===== src/rtl/sdp_ram_fifo_ctrl.sv =====
// Valid/ready FIFO controller around an external simple dual-port RAM with a 2-entry FWFT skid buffer.
// Define SDP_FIFO_CTRL_STATUS_EN to add occupancy, almost_full and err_ovf status outputs.
module sdp_ram_fifo_ctrl #(
    parameter int ADDR_BITS = 4,
    parameter int DATA_BITS = 8
`ifdef SDP_FIFO_CTRL_STATUS_EN
    ,
    parameter int AFULL_THRESH = (1 << ADDR_BITS) - 2
`endif
) (
    input  logic                 clk,
    input  logic                 rst,
    input  logic                 in_valid,
    output logic                 in_ready,
    input  logic [DATA_BITS-1:0] in_data,
    output logic                 out_valid,
    input  logic                 out_ready,
    output logic [DATA_BITS-1:0] out_data,
    output logic                 ram_ena,
    output logic                 ram_wea,
    output logic [ADDR_BITS-1:0] ram_addra,
    output logic [DATA_BITS-1:0] ram_dia,
    output logic                 ram_enb,
    output logic [ADDR_BITS-1:0] ram_addrb,
    input  logic [DATA_BITS-1:0] ram_dob
`ifdef SDP_FIFO_CTRL_STATUS_EN
    ,
    output logic [ADDR_BITS+1:0] occupancy,
    output logic                 almost_full,
    output logic                 err_ovf
`endif
);

    localparam int PTR_BITS = ADDR_BITS + 1;
    localparam logic [PTR_BITS-1:0] DEPTH = PTR_BITS'(1 << ADDR_BITS);

    // Encoding doubles as the number of held entries.
    typedef enum logic [1:0] {
        EMPTY = 2'd0,
        ONE   = 2'd1,
        TWO   = 2'd2
    } obuf_state_e;

    obuf_state_e          state_q, state_d;
    logic [PTR_BITS-1:0]  wr_ptr_q, wr_ptr_d;
    logic [PTR_BITS-1:0]  rd_ptr_q, rd_ptr_d;
    logic                 rd_inflight_q, rd_inflight_d;
    logic [DATA_BITS-1:0] head_q, head_d;
    logic [DATA_BITS-1:0] tail_q, tail_d;

    logic [PTR_BITS-1:0]  ram_cnt;
    logic [1:0]           obuf_cnt;
    logic [2:0]           held;
    logic                 push;
    logic                 pop;
    logic                 issue;
    logic                 cap;

    always_comb begin
        ram_cnt  = wr_ptr_q - rd_ptr_q;
        obuf_cnt = state_q;
        held     = {1'b0, obuf_cnt} + {2'b00, rd_inflight_q};
        in_ready = !rst && (ram_cnt != DEPTH);
        push     = in_valid && in_ready;
        pop      = out_valid && out_ready;
        // Issue only if the skid buffer can absorb the word after this cycle's pop.
        issue    = !rst && (ram_cnt != '0) && (held < (3'd2 + {2'b00, pop}));
        cap      = rd_inflight_q;
    end

    assign ram_ena   = push;
    assign ram_wea   = push;
    assign ram_addra = wr_ptr_q[ADDR_BITS-1:0];
    assign ram_dia   = in_data;
    assign ram_enb   = issue;
    assign ram_addrb = rd_ptr_q[ADDR_BITS-1:0];
    assign out_valid = (state_q != EMPTY);
    assign out_data  = head_q;

    always_comb begin
        wr_ptr_d      = wr_ptr_q;
        rd_ptr_d      = rd_ptr_q;
        rd_inflight_d = issue;
        state_d       = state_q;
        head_d        = head_q;
        tail_d        = tail_q;
        if (push) wr_ptr_d = wr_ptr_q + 1'b1;
        if (issue) rd_ptr_d = rd_ptr_q + 1'b1;
        case (state_q)
            EMPTY: begin
                if (cap) begin
                    state_d = ONE;
                    head_d  = ram_dob;
                end
            end
            ONE: begin
                if (cap && pop) begin
                    head_d = ram_dob;
                end else if (cap) begin
                    state_d = TWO;
                    tail_d  = ram_dob;
                end else if (pop) begin
                    state_d = EMPTY;
                end
            end
            TWO: begin
                if (pop) begin
                    head_d = tail_q;
                    if (cap) tail_d = ram_dob;
                    else state_d = ONE;
                end
            end
            default: state_d = EMPTY;
        endcase
    end

    always_ff @(posedge clk) begin
        if (rst) begin
            state_q       <= EMPTY;
            wr_ptr_q      <= '0;
            rd_ptr_q      <= '0;
            rd_inflight_q <= 1'b0;
        end else begin
            state_q       <= state_d;
            wr_ptr_q      <= wr_ptr_d;
            rd_ptr_q      <= rd_ptr_d;
            rd_inflight_q <= rd_inflight_d;
        end
        head_q <= head_d;
        tail_q <= tail_d;
    end

`ifdef SDP_FIFO_CTRL_STATUS_EN
    localparam int OCC_BITS = ADDR_BITS + 2;
    localparam logic [OCC_BITS-1:0] AFULL_V = OCC_BITS'(AFULL_THRESH);

    logic [OCC_BITS-1:0] occupancy_q, occupancy_d;
    logic                almost_full_q, almost_full_d;
    logic                err_ovf_q, err_ovf_d;
    logic [PTR_BITS-1:0] ram_cnt_next;

    // Built from next-state values so the registered count tracks the current state.
    always_comb begin
        ram_cnt_next  = wr_ptr_d - rd_ptr_d;
        occupancy_d   = OCC_BITS'(ram_cnt_next) + OCC_BITS'(state_d) + OCC_BITS'(rd_inflight_d);
        almost_full_d = (occupancy_d >= AFULL_V);
        err_ovf_d     = err_ovf_q || (in_valid && !in_ready);
    end

    always_ff @(posedge clk) begin
        if (rst) begin
            occupancy_q   <= '0;
            almost_full_q <= 1'b0;
            err_ovf_q     <= 1'b0;
        end else begin
            occupancy_q   <= occupancy_d;
            almost_full_q <= almost_full_d;
            err_ovf_q     <= err_ovf_d;
        end
    end

    assign occupancy   = occupancy_q;
    assign almost_full = almost_full_q;
    assign err_ovf     = err_ovf_q;
`endif

endmodule

===== config.mk =====
export PLATFORM = sky130hd
export DESIGN_NAME = sdp_ram_fifo_ctrl
export DESIGN_NICKNAME = d
export VERILOG_FILES = /design/src/rtl/sdp_ram_fifo_ctrl.sv
export SDC_FILE = /design/constraint.sdc
export NUM_CORES = 1
export LEC_CHECK = 0
export CORE_MARGIN = 2
export CORE_UTILIZATION = 48
export CTS_BUF_LIST = sky130_fd_sc_hd__clkbuf_4 sky130_fd_sc_hd__clkbuf_8
export CTS_CLUSTER_DIAMETER = 30
export DETAILED_ROUTE_END_ITERATION = 6
export PLACE_DENSITY = 0.92
export SYNTH_ARGS = -nofsm -noshare
export SYNTH_HDL_FRONTEND = slang
export SYNTH_SLANG_ARGS = --single-unit

===== constraint.sdc =====
create_clock -name clk -period 3.5 [get_ports clk]
set_input_delay 1.05 -clock clk [delete_from_list [all_inputs] [get_ports clk]]
set_output_delay 1.05 -clock clk [all_outputs]
set_load 0.02 [all_outputs]

==> Word-level counts from Yosys, hierarchy flattened <==
Cells that the tools add are included.
{ "totals": {"in_bits": 20, "word_cells": 51, "ff_bits": 29} }
{ "op_classes": {"mux": 15, "order_cmp": 1, "reduce_logical": 15, "n_eq_ne": 9, "addsub": 5} }
{ "op_table": {"columns": ["op", "count"], "rows": [
  ["$mux 8", 6],
  ["$pmux 8 s3", 1],
  ["$pmux 8 s2", 1],
  ["$mux 2", 6],
  ["$add 5x1->5 const B", 2],
  ["$ne 2x2->1 const B", 5],
  ["$logic_and 1x1->1", 6],
  ["$pmux 2 s3", 1],
  ["$ne 5x5->1 const B", 1],
  ["$reduce_and 5->1", 1],
  ["$reduce_bool 5->1", 1],
  ["$sub 5x5->5", 1],
  ["$reduce_and 4->1", 1],
  ["$reduce_bool 2->1", 2],
  ["$add 2x1->3", 1],
  ["$add 2x1->3 const A", 1],
  ["$lt 3x3->1", 1],
  ["$ne 3x3->1 const B", 1],
  ["$reduce_and 3->1", 1],
  ["$reduce_bool 3->1", 1],
  ["$eq 2x1->1 const B", 1],
  ["$eq 2x2->1 const B", 1],
  ["$logic_not 2->1", 1],
  ["$logic_not 1->1", 1]
]} }

==> Depth between registers and ports, before layout <==
Gate-level depths: netlist of the first run.
{ "depth": {"depth_word": 6, "ltp_mapped": 9, "mapped_depth_nobuf": 8} }

==> Worst setup path before layout of the first run <==
No wires, ideal clock.
{ "synth_timing": {"path_kind": "register to output", "from": "reg rd_ptr_q[1]", "to": "out ram_wea", "required_time_ns": 2.450, "stages_incl_launch_ff": 9, "slack_ns": 0.412, "arrival_ns": 2.038, "cell_sequence": "dfxtp_1 inv_1 ha_1 nor2b_4 o211ai_2 a21oi_1 o41ai_4 nor2_1 buf_4"} }
{ "synth_via": {"elab_chain_cells": 4} }
{ "synth_lines": {"columns": ["item", "line_no", "rtl"], "rows": [
  ["start: declaration", "46", "logic [PTR_BITS-1:0] rd_ptr_q, rd_ptr_d;"],
  ["start signal: assignment", "126", "rd_ptr_q <= rd_ptr_d;"],
  ["$sub 5x5->5", "60", "ram_cnt = wr_ptr_q - rd_ptr_q;"],
  ["$ne 5x5->1", "63", "in_ready = !rst && (ram_cnt != DEPTH);"],
  ["$logic_and 1x1->1", "63", null],
  ["$logic_and 1x1->1", "64", "push = in_valid && in_ready;"],
  ["end: declaration", "20", "output logic ram_wea,"]
]} }
No other way between the ends.

==> Worst setup path in the final report of the first run <==
{ "layout_timing": {"from": "in out_ready", "to": "out ram_enb"} }
{ "layout_via": {"elab_chain_cells": 4} }
{ "layout_lines": {"columns": ["item", "line_no", "rtl"], "rows": [
  ["start: declaration", "17", "input logic out_ready,"],
  ["$logic_and 1x1->1", "65", "pop = out_valid && out_ready;"],
  ["$add 2x1->3", "67", "issue = !rst && (ram_cnt != '0) && (held < (3'd2 + {2'b00, pop}));"],
  ["$lt 3x3->1", "67", null],
  ["$logic_and 1x1->1", "67", null],
  ["end: declaration", "23", "output logic ram_enb,"]
]} }
No other way between the ends.

==> results of run 1 <==
==> layout make-up <==
type	count	area [um^2]	share of cell area
clock buffer	6	45.0	0.0236
clock inverter	2	10.0	0.00524
inverter	7	26.3	0.0138
multi-input combinational	86	691	0.361
sequential	29	742	0.388
tap	44	55.1	0.0288
timing repair buffer	37	342	0.179
==> logic make-up (layout without fill, tap and decap cells) <==
kind of cell               count (synthesis)  count (layout)
buffers and inverters                     27              52
xor gates and xnor gates                   6               6
AOI/OAI and AO/OA                         22              22
DFF                                       29              29
adders and majority gates                  8               8
muxes                                     12              12
and+or+nand+nor                           38              38
==> sequential cells by signal, summed over array words and instances (netlist names) <==
register / cells
cap: 1
obuf_cnt: 2
out_data: 8
rd_ptr_q: 5
tail_q: 8
wr_ptr_q: 5
==> through the flow <==
step	worst slack (ns)	hold WS, ns	TNS, ns	power (mW)
finish	0.133	0.524	0	1.37
global route	0.0330	0.559	0	1.45
CTS	0.0194	0.520	0	1.38
detailed placement	-0.333	0.497	-0.353	1.17
global placement	-0.329	0.483	-0.329	1.14
floorplan	0.412	0.462	0	0.977
==> layer usage <==
metal,wire length (um),share of wire,vias to the layer above
li1,-,-,541
met2,1630,0.53,39
met3,190,0.062,11
met4,45,0.015,0
met5,0,0,-
met1,1200,0.39,517
==> worst max-delay path: stages <==
cell and delay, ns:
clkdlybuf4s50_1 0.49, nand3b_1 0.10, a211oi_2 0.27, o41a_1 0.22, clkbuf_2 0.18
==> how the worst max path moves through the flow <==
stage / start / endpoint / slack [ns] / cells past startpoint
floorplan: rd_ptr_q[1] / ram_wea / 0.41 / 8
global placement: out_ready / ram_enb / -0.33 / 5
detailed placement: out_ready / ram_enb / -0.33 / 5
CTS: out_ready / ram_enb / 0.02 / 5
global route: rd_ptr_q[3] / in_ready / 0.03 / 8
finish: out_ready / ram_enb / 0.13 / 5
==> layout by cell type (no fill, tap or decap), drive strengths merged, types with 2 or more instances in the layout <==
master / n
nand2b: 5
nor2b: 3
ha: 8
mux2: 8
nor2: 9
xnor2: 5
mux2i: 4
inv: 7
a21oi: 8
o41a: 2
or3: 3
buf: 5
nor3: 2
or2: 2
nand3: 3
o21ai: 4
clkdlybuf4s50: 28
nand2: 6
edfxtp: 16
clkbuf: 9
clkinv: 2
nand4: 2
dfxtp: 13
==> power by group <==
group	switching, mW	internal (mW)
combinational	0.369	0.306
sequential	0.0495	0.442
clock	0.118	0.0841
==> results.py, run 1 <==
metrics = {
    "floorplanning": {
        "rows": 20,
        "fp.dieH_um": 61.4,
        "io_pins": 49,
        "start_util": 0.510,
        "core_mm2": 0.00310,
        "die_w_um": 61.4,
        "die_area_mm2": 0.00378,
    },
    "global_route": {
        "grt_busiest_layer": "met2",
        "grt_max_degree": 15,
        "use_met3": 0.0483,
        "overflow": 0,
        "grt_antenna_before_repair": 0,
        "grt_use_met2": 0.327,
        "grt_pass1_wl_um": 4930,
        "grt_pass1_vias": 1143,
        "track_usage": 0.179,
        "globalRouteMet1Util": 0.194,
    },
    "run_status": {
        "status": "completed",
    },
    "cells_and_area": {
        "n_fill_cell": 287,
        "fin_area_mm2": 0.00191,
        "area_delta_synth_final_pct": 20.6,
        "diodes": 0,
        "drive_gt1_frac": 0.216,
        "final_util": 0.616,
        "layout.nets": 194,
        "final_cells": 211,
    },
    "timing": {
        "slew_viol_final": 0,
        "clock.fmax_mhz": 297,
        "period_minus_slack_ns": 3.37,
        "skew_ns": 0.00549,
        "maxSlewHeadroom": 0.452,
        "final_hold_viol_count": 0,
        "rsz0062_at_grt": "no",
        "finalCritPeriodShare": 0.962,
        "max_slew.worst_pin.slew_ns": 0.820,
        "finalSetupViolations": 0,
    },
    "setup_path": {
        "worstPathRequired_ns": 2.45,
        "rr_startpoint": "rd_ptr_q[3]",
        "ff2ff_path_depth": 9,
        "rrSetupSlack_ns": 1.24,
        "critPathMaxFanout": 2,
        "worstSetupPathType": "in -> out",
        "critPathCaptureType": "output port",
        "r2r-end": "wr_ptr_q[3]",
        "critPathLaunchType": "primary input",
        "arrival_ns": 2.32,
    },
    "pwr": {
        "power_density_mw_per_mm2": 716,
        "ir_drop_mv": 0.448,
        "p_leak_nw": 0.753,
    },
    "hold_path": {
        "hp-start": "rd_ptr_q[3]",
        "hold_class": "reg -> reg",
        "holdPathStages": 1,
        "whs_endpoint": "rd_ptr_q[3]",
    },
    "synth": {
        "synth_common_cells": "buf_4 (18), edfxtp_1 (16), dfxtp_1 (13)",
        "synth_top_area_frac": 0.303,
        "ys_types": 38,
        "ys_warn_count": 0,
        "synth_top_family_by_area": "simple AND/OR/NAND/NOR gates",
        "ys_seq_area_frac": 0.468,
        "synthAdderAreaFrac": 0.0632,
        "synth_cells": 142,
        "synth_compound_area_frac": 0.113,
        "synthMuxAreaShare": 0.0821,
        "ys_ff_latch": 29,
        "yosys.cell_count.top_type": "buf_4",
        "synthArstFlopShare": 0,
        "synth-xor-area-share": 0.0332,
        "synth_area_per_cell_um2": 11.2,
        "synth_area_leaders": "edfxtp_1 (30%), dfxtp_1 (16%), buf_4 (8.5%)",
        "synthFlopType": "edfxtp_1",
        "synth_area_mm2": 0.00158,
        "synthSimpleGateAreaFrac": 0.134,
        "yosysTopAreaCell": "edfxtp_1",
        "synth_fp_nets": 170,
        "synth-edff-count": 16,
    },
    "detailed_routing": {
        "antenna_left": 0,
        "drt_first_pass_iters": 4,
        "first_iter_violations": 15,
        "dr_total_vias": 1108,
        "drcViolationCount": 0,
        "wl_um": 3060,
        "wire_per_inst_um": 14.5,
        "via_per_inst": 5.25,
    },
    "cts": {
        "cts_tree": "built",
        "htree_num_levels": 2,
        "cts.hold.buffers_added": 0,
        "cts.path.max_buffers": 2,
        "post_cts_buffers": 0,
        "cts_sinks": 29,
        "clk_pin_slew_ns": 0.09,
        "clkLatencyLatePin_ns": 0.33,
        "cts_resized": 8,
        "cts-root-buf": "clkbuf_4",
        "cts_inserted_buffers": 5,
    },
    "placement": {
        "place_area_mm2": 0.00185,
        "dpl.hpwl_um": 2200,
        "placed_cells": 203,
        "place_congestion": 0.808,
        "portBuffers": 32,
    },
    "flow_run": {
        "max_cap_violations": 0,
    },
}
No activity file was read; power rests on OpenSTA's default activity.
==> run 2, diff against run 1 <==
--- a/config.mk
+++ b/config.mk
@@ -9,6 +9,7 @@
 export CORE_UTILIZATION = 48
 export CTS_BUF_LIST = sky130_fd_sc_hd__clkbuf_4 sky130_fd_sc_hd__clkbuf_8
 export CTS_CLUSTER_DIAMETER = 30
+export CTS_CLUSTER_SIZE = 16
 export DETAILED_ROUTE_END_ITERATION = 6
 export PLACE_DENSITY = 0.92
 export SYNTH_ARGS = -nofsm -noshare
==> results of run 2 <==
The final DEF is identical to that of run 1; final timing and power are the same.
==> run 3, diff against run 2 <==
--- a/config.mk
+++ b/config.mk
@@ -5,6 +5,7 @@
 export SDC_FILE = /design/constraint.sdc
 export NUM_CORES = 1
 export LEC_CHECK = 0
+export ABC_CLOCK_PERIOD_IN_PS = 3500
 export CORE_MARGIN = 2
 export CORE_UTILIZATION = 48
 export CTS_BUF_LIST = sky130_fd_sc_hd__clkbuf_4 sky130_fd_sc_hd__clkbuf_8
==> results of run 3 <==
The final DEF is identical to that of run 1; final timing and power are the same.
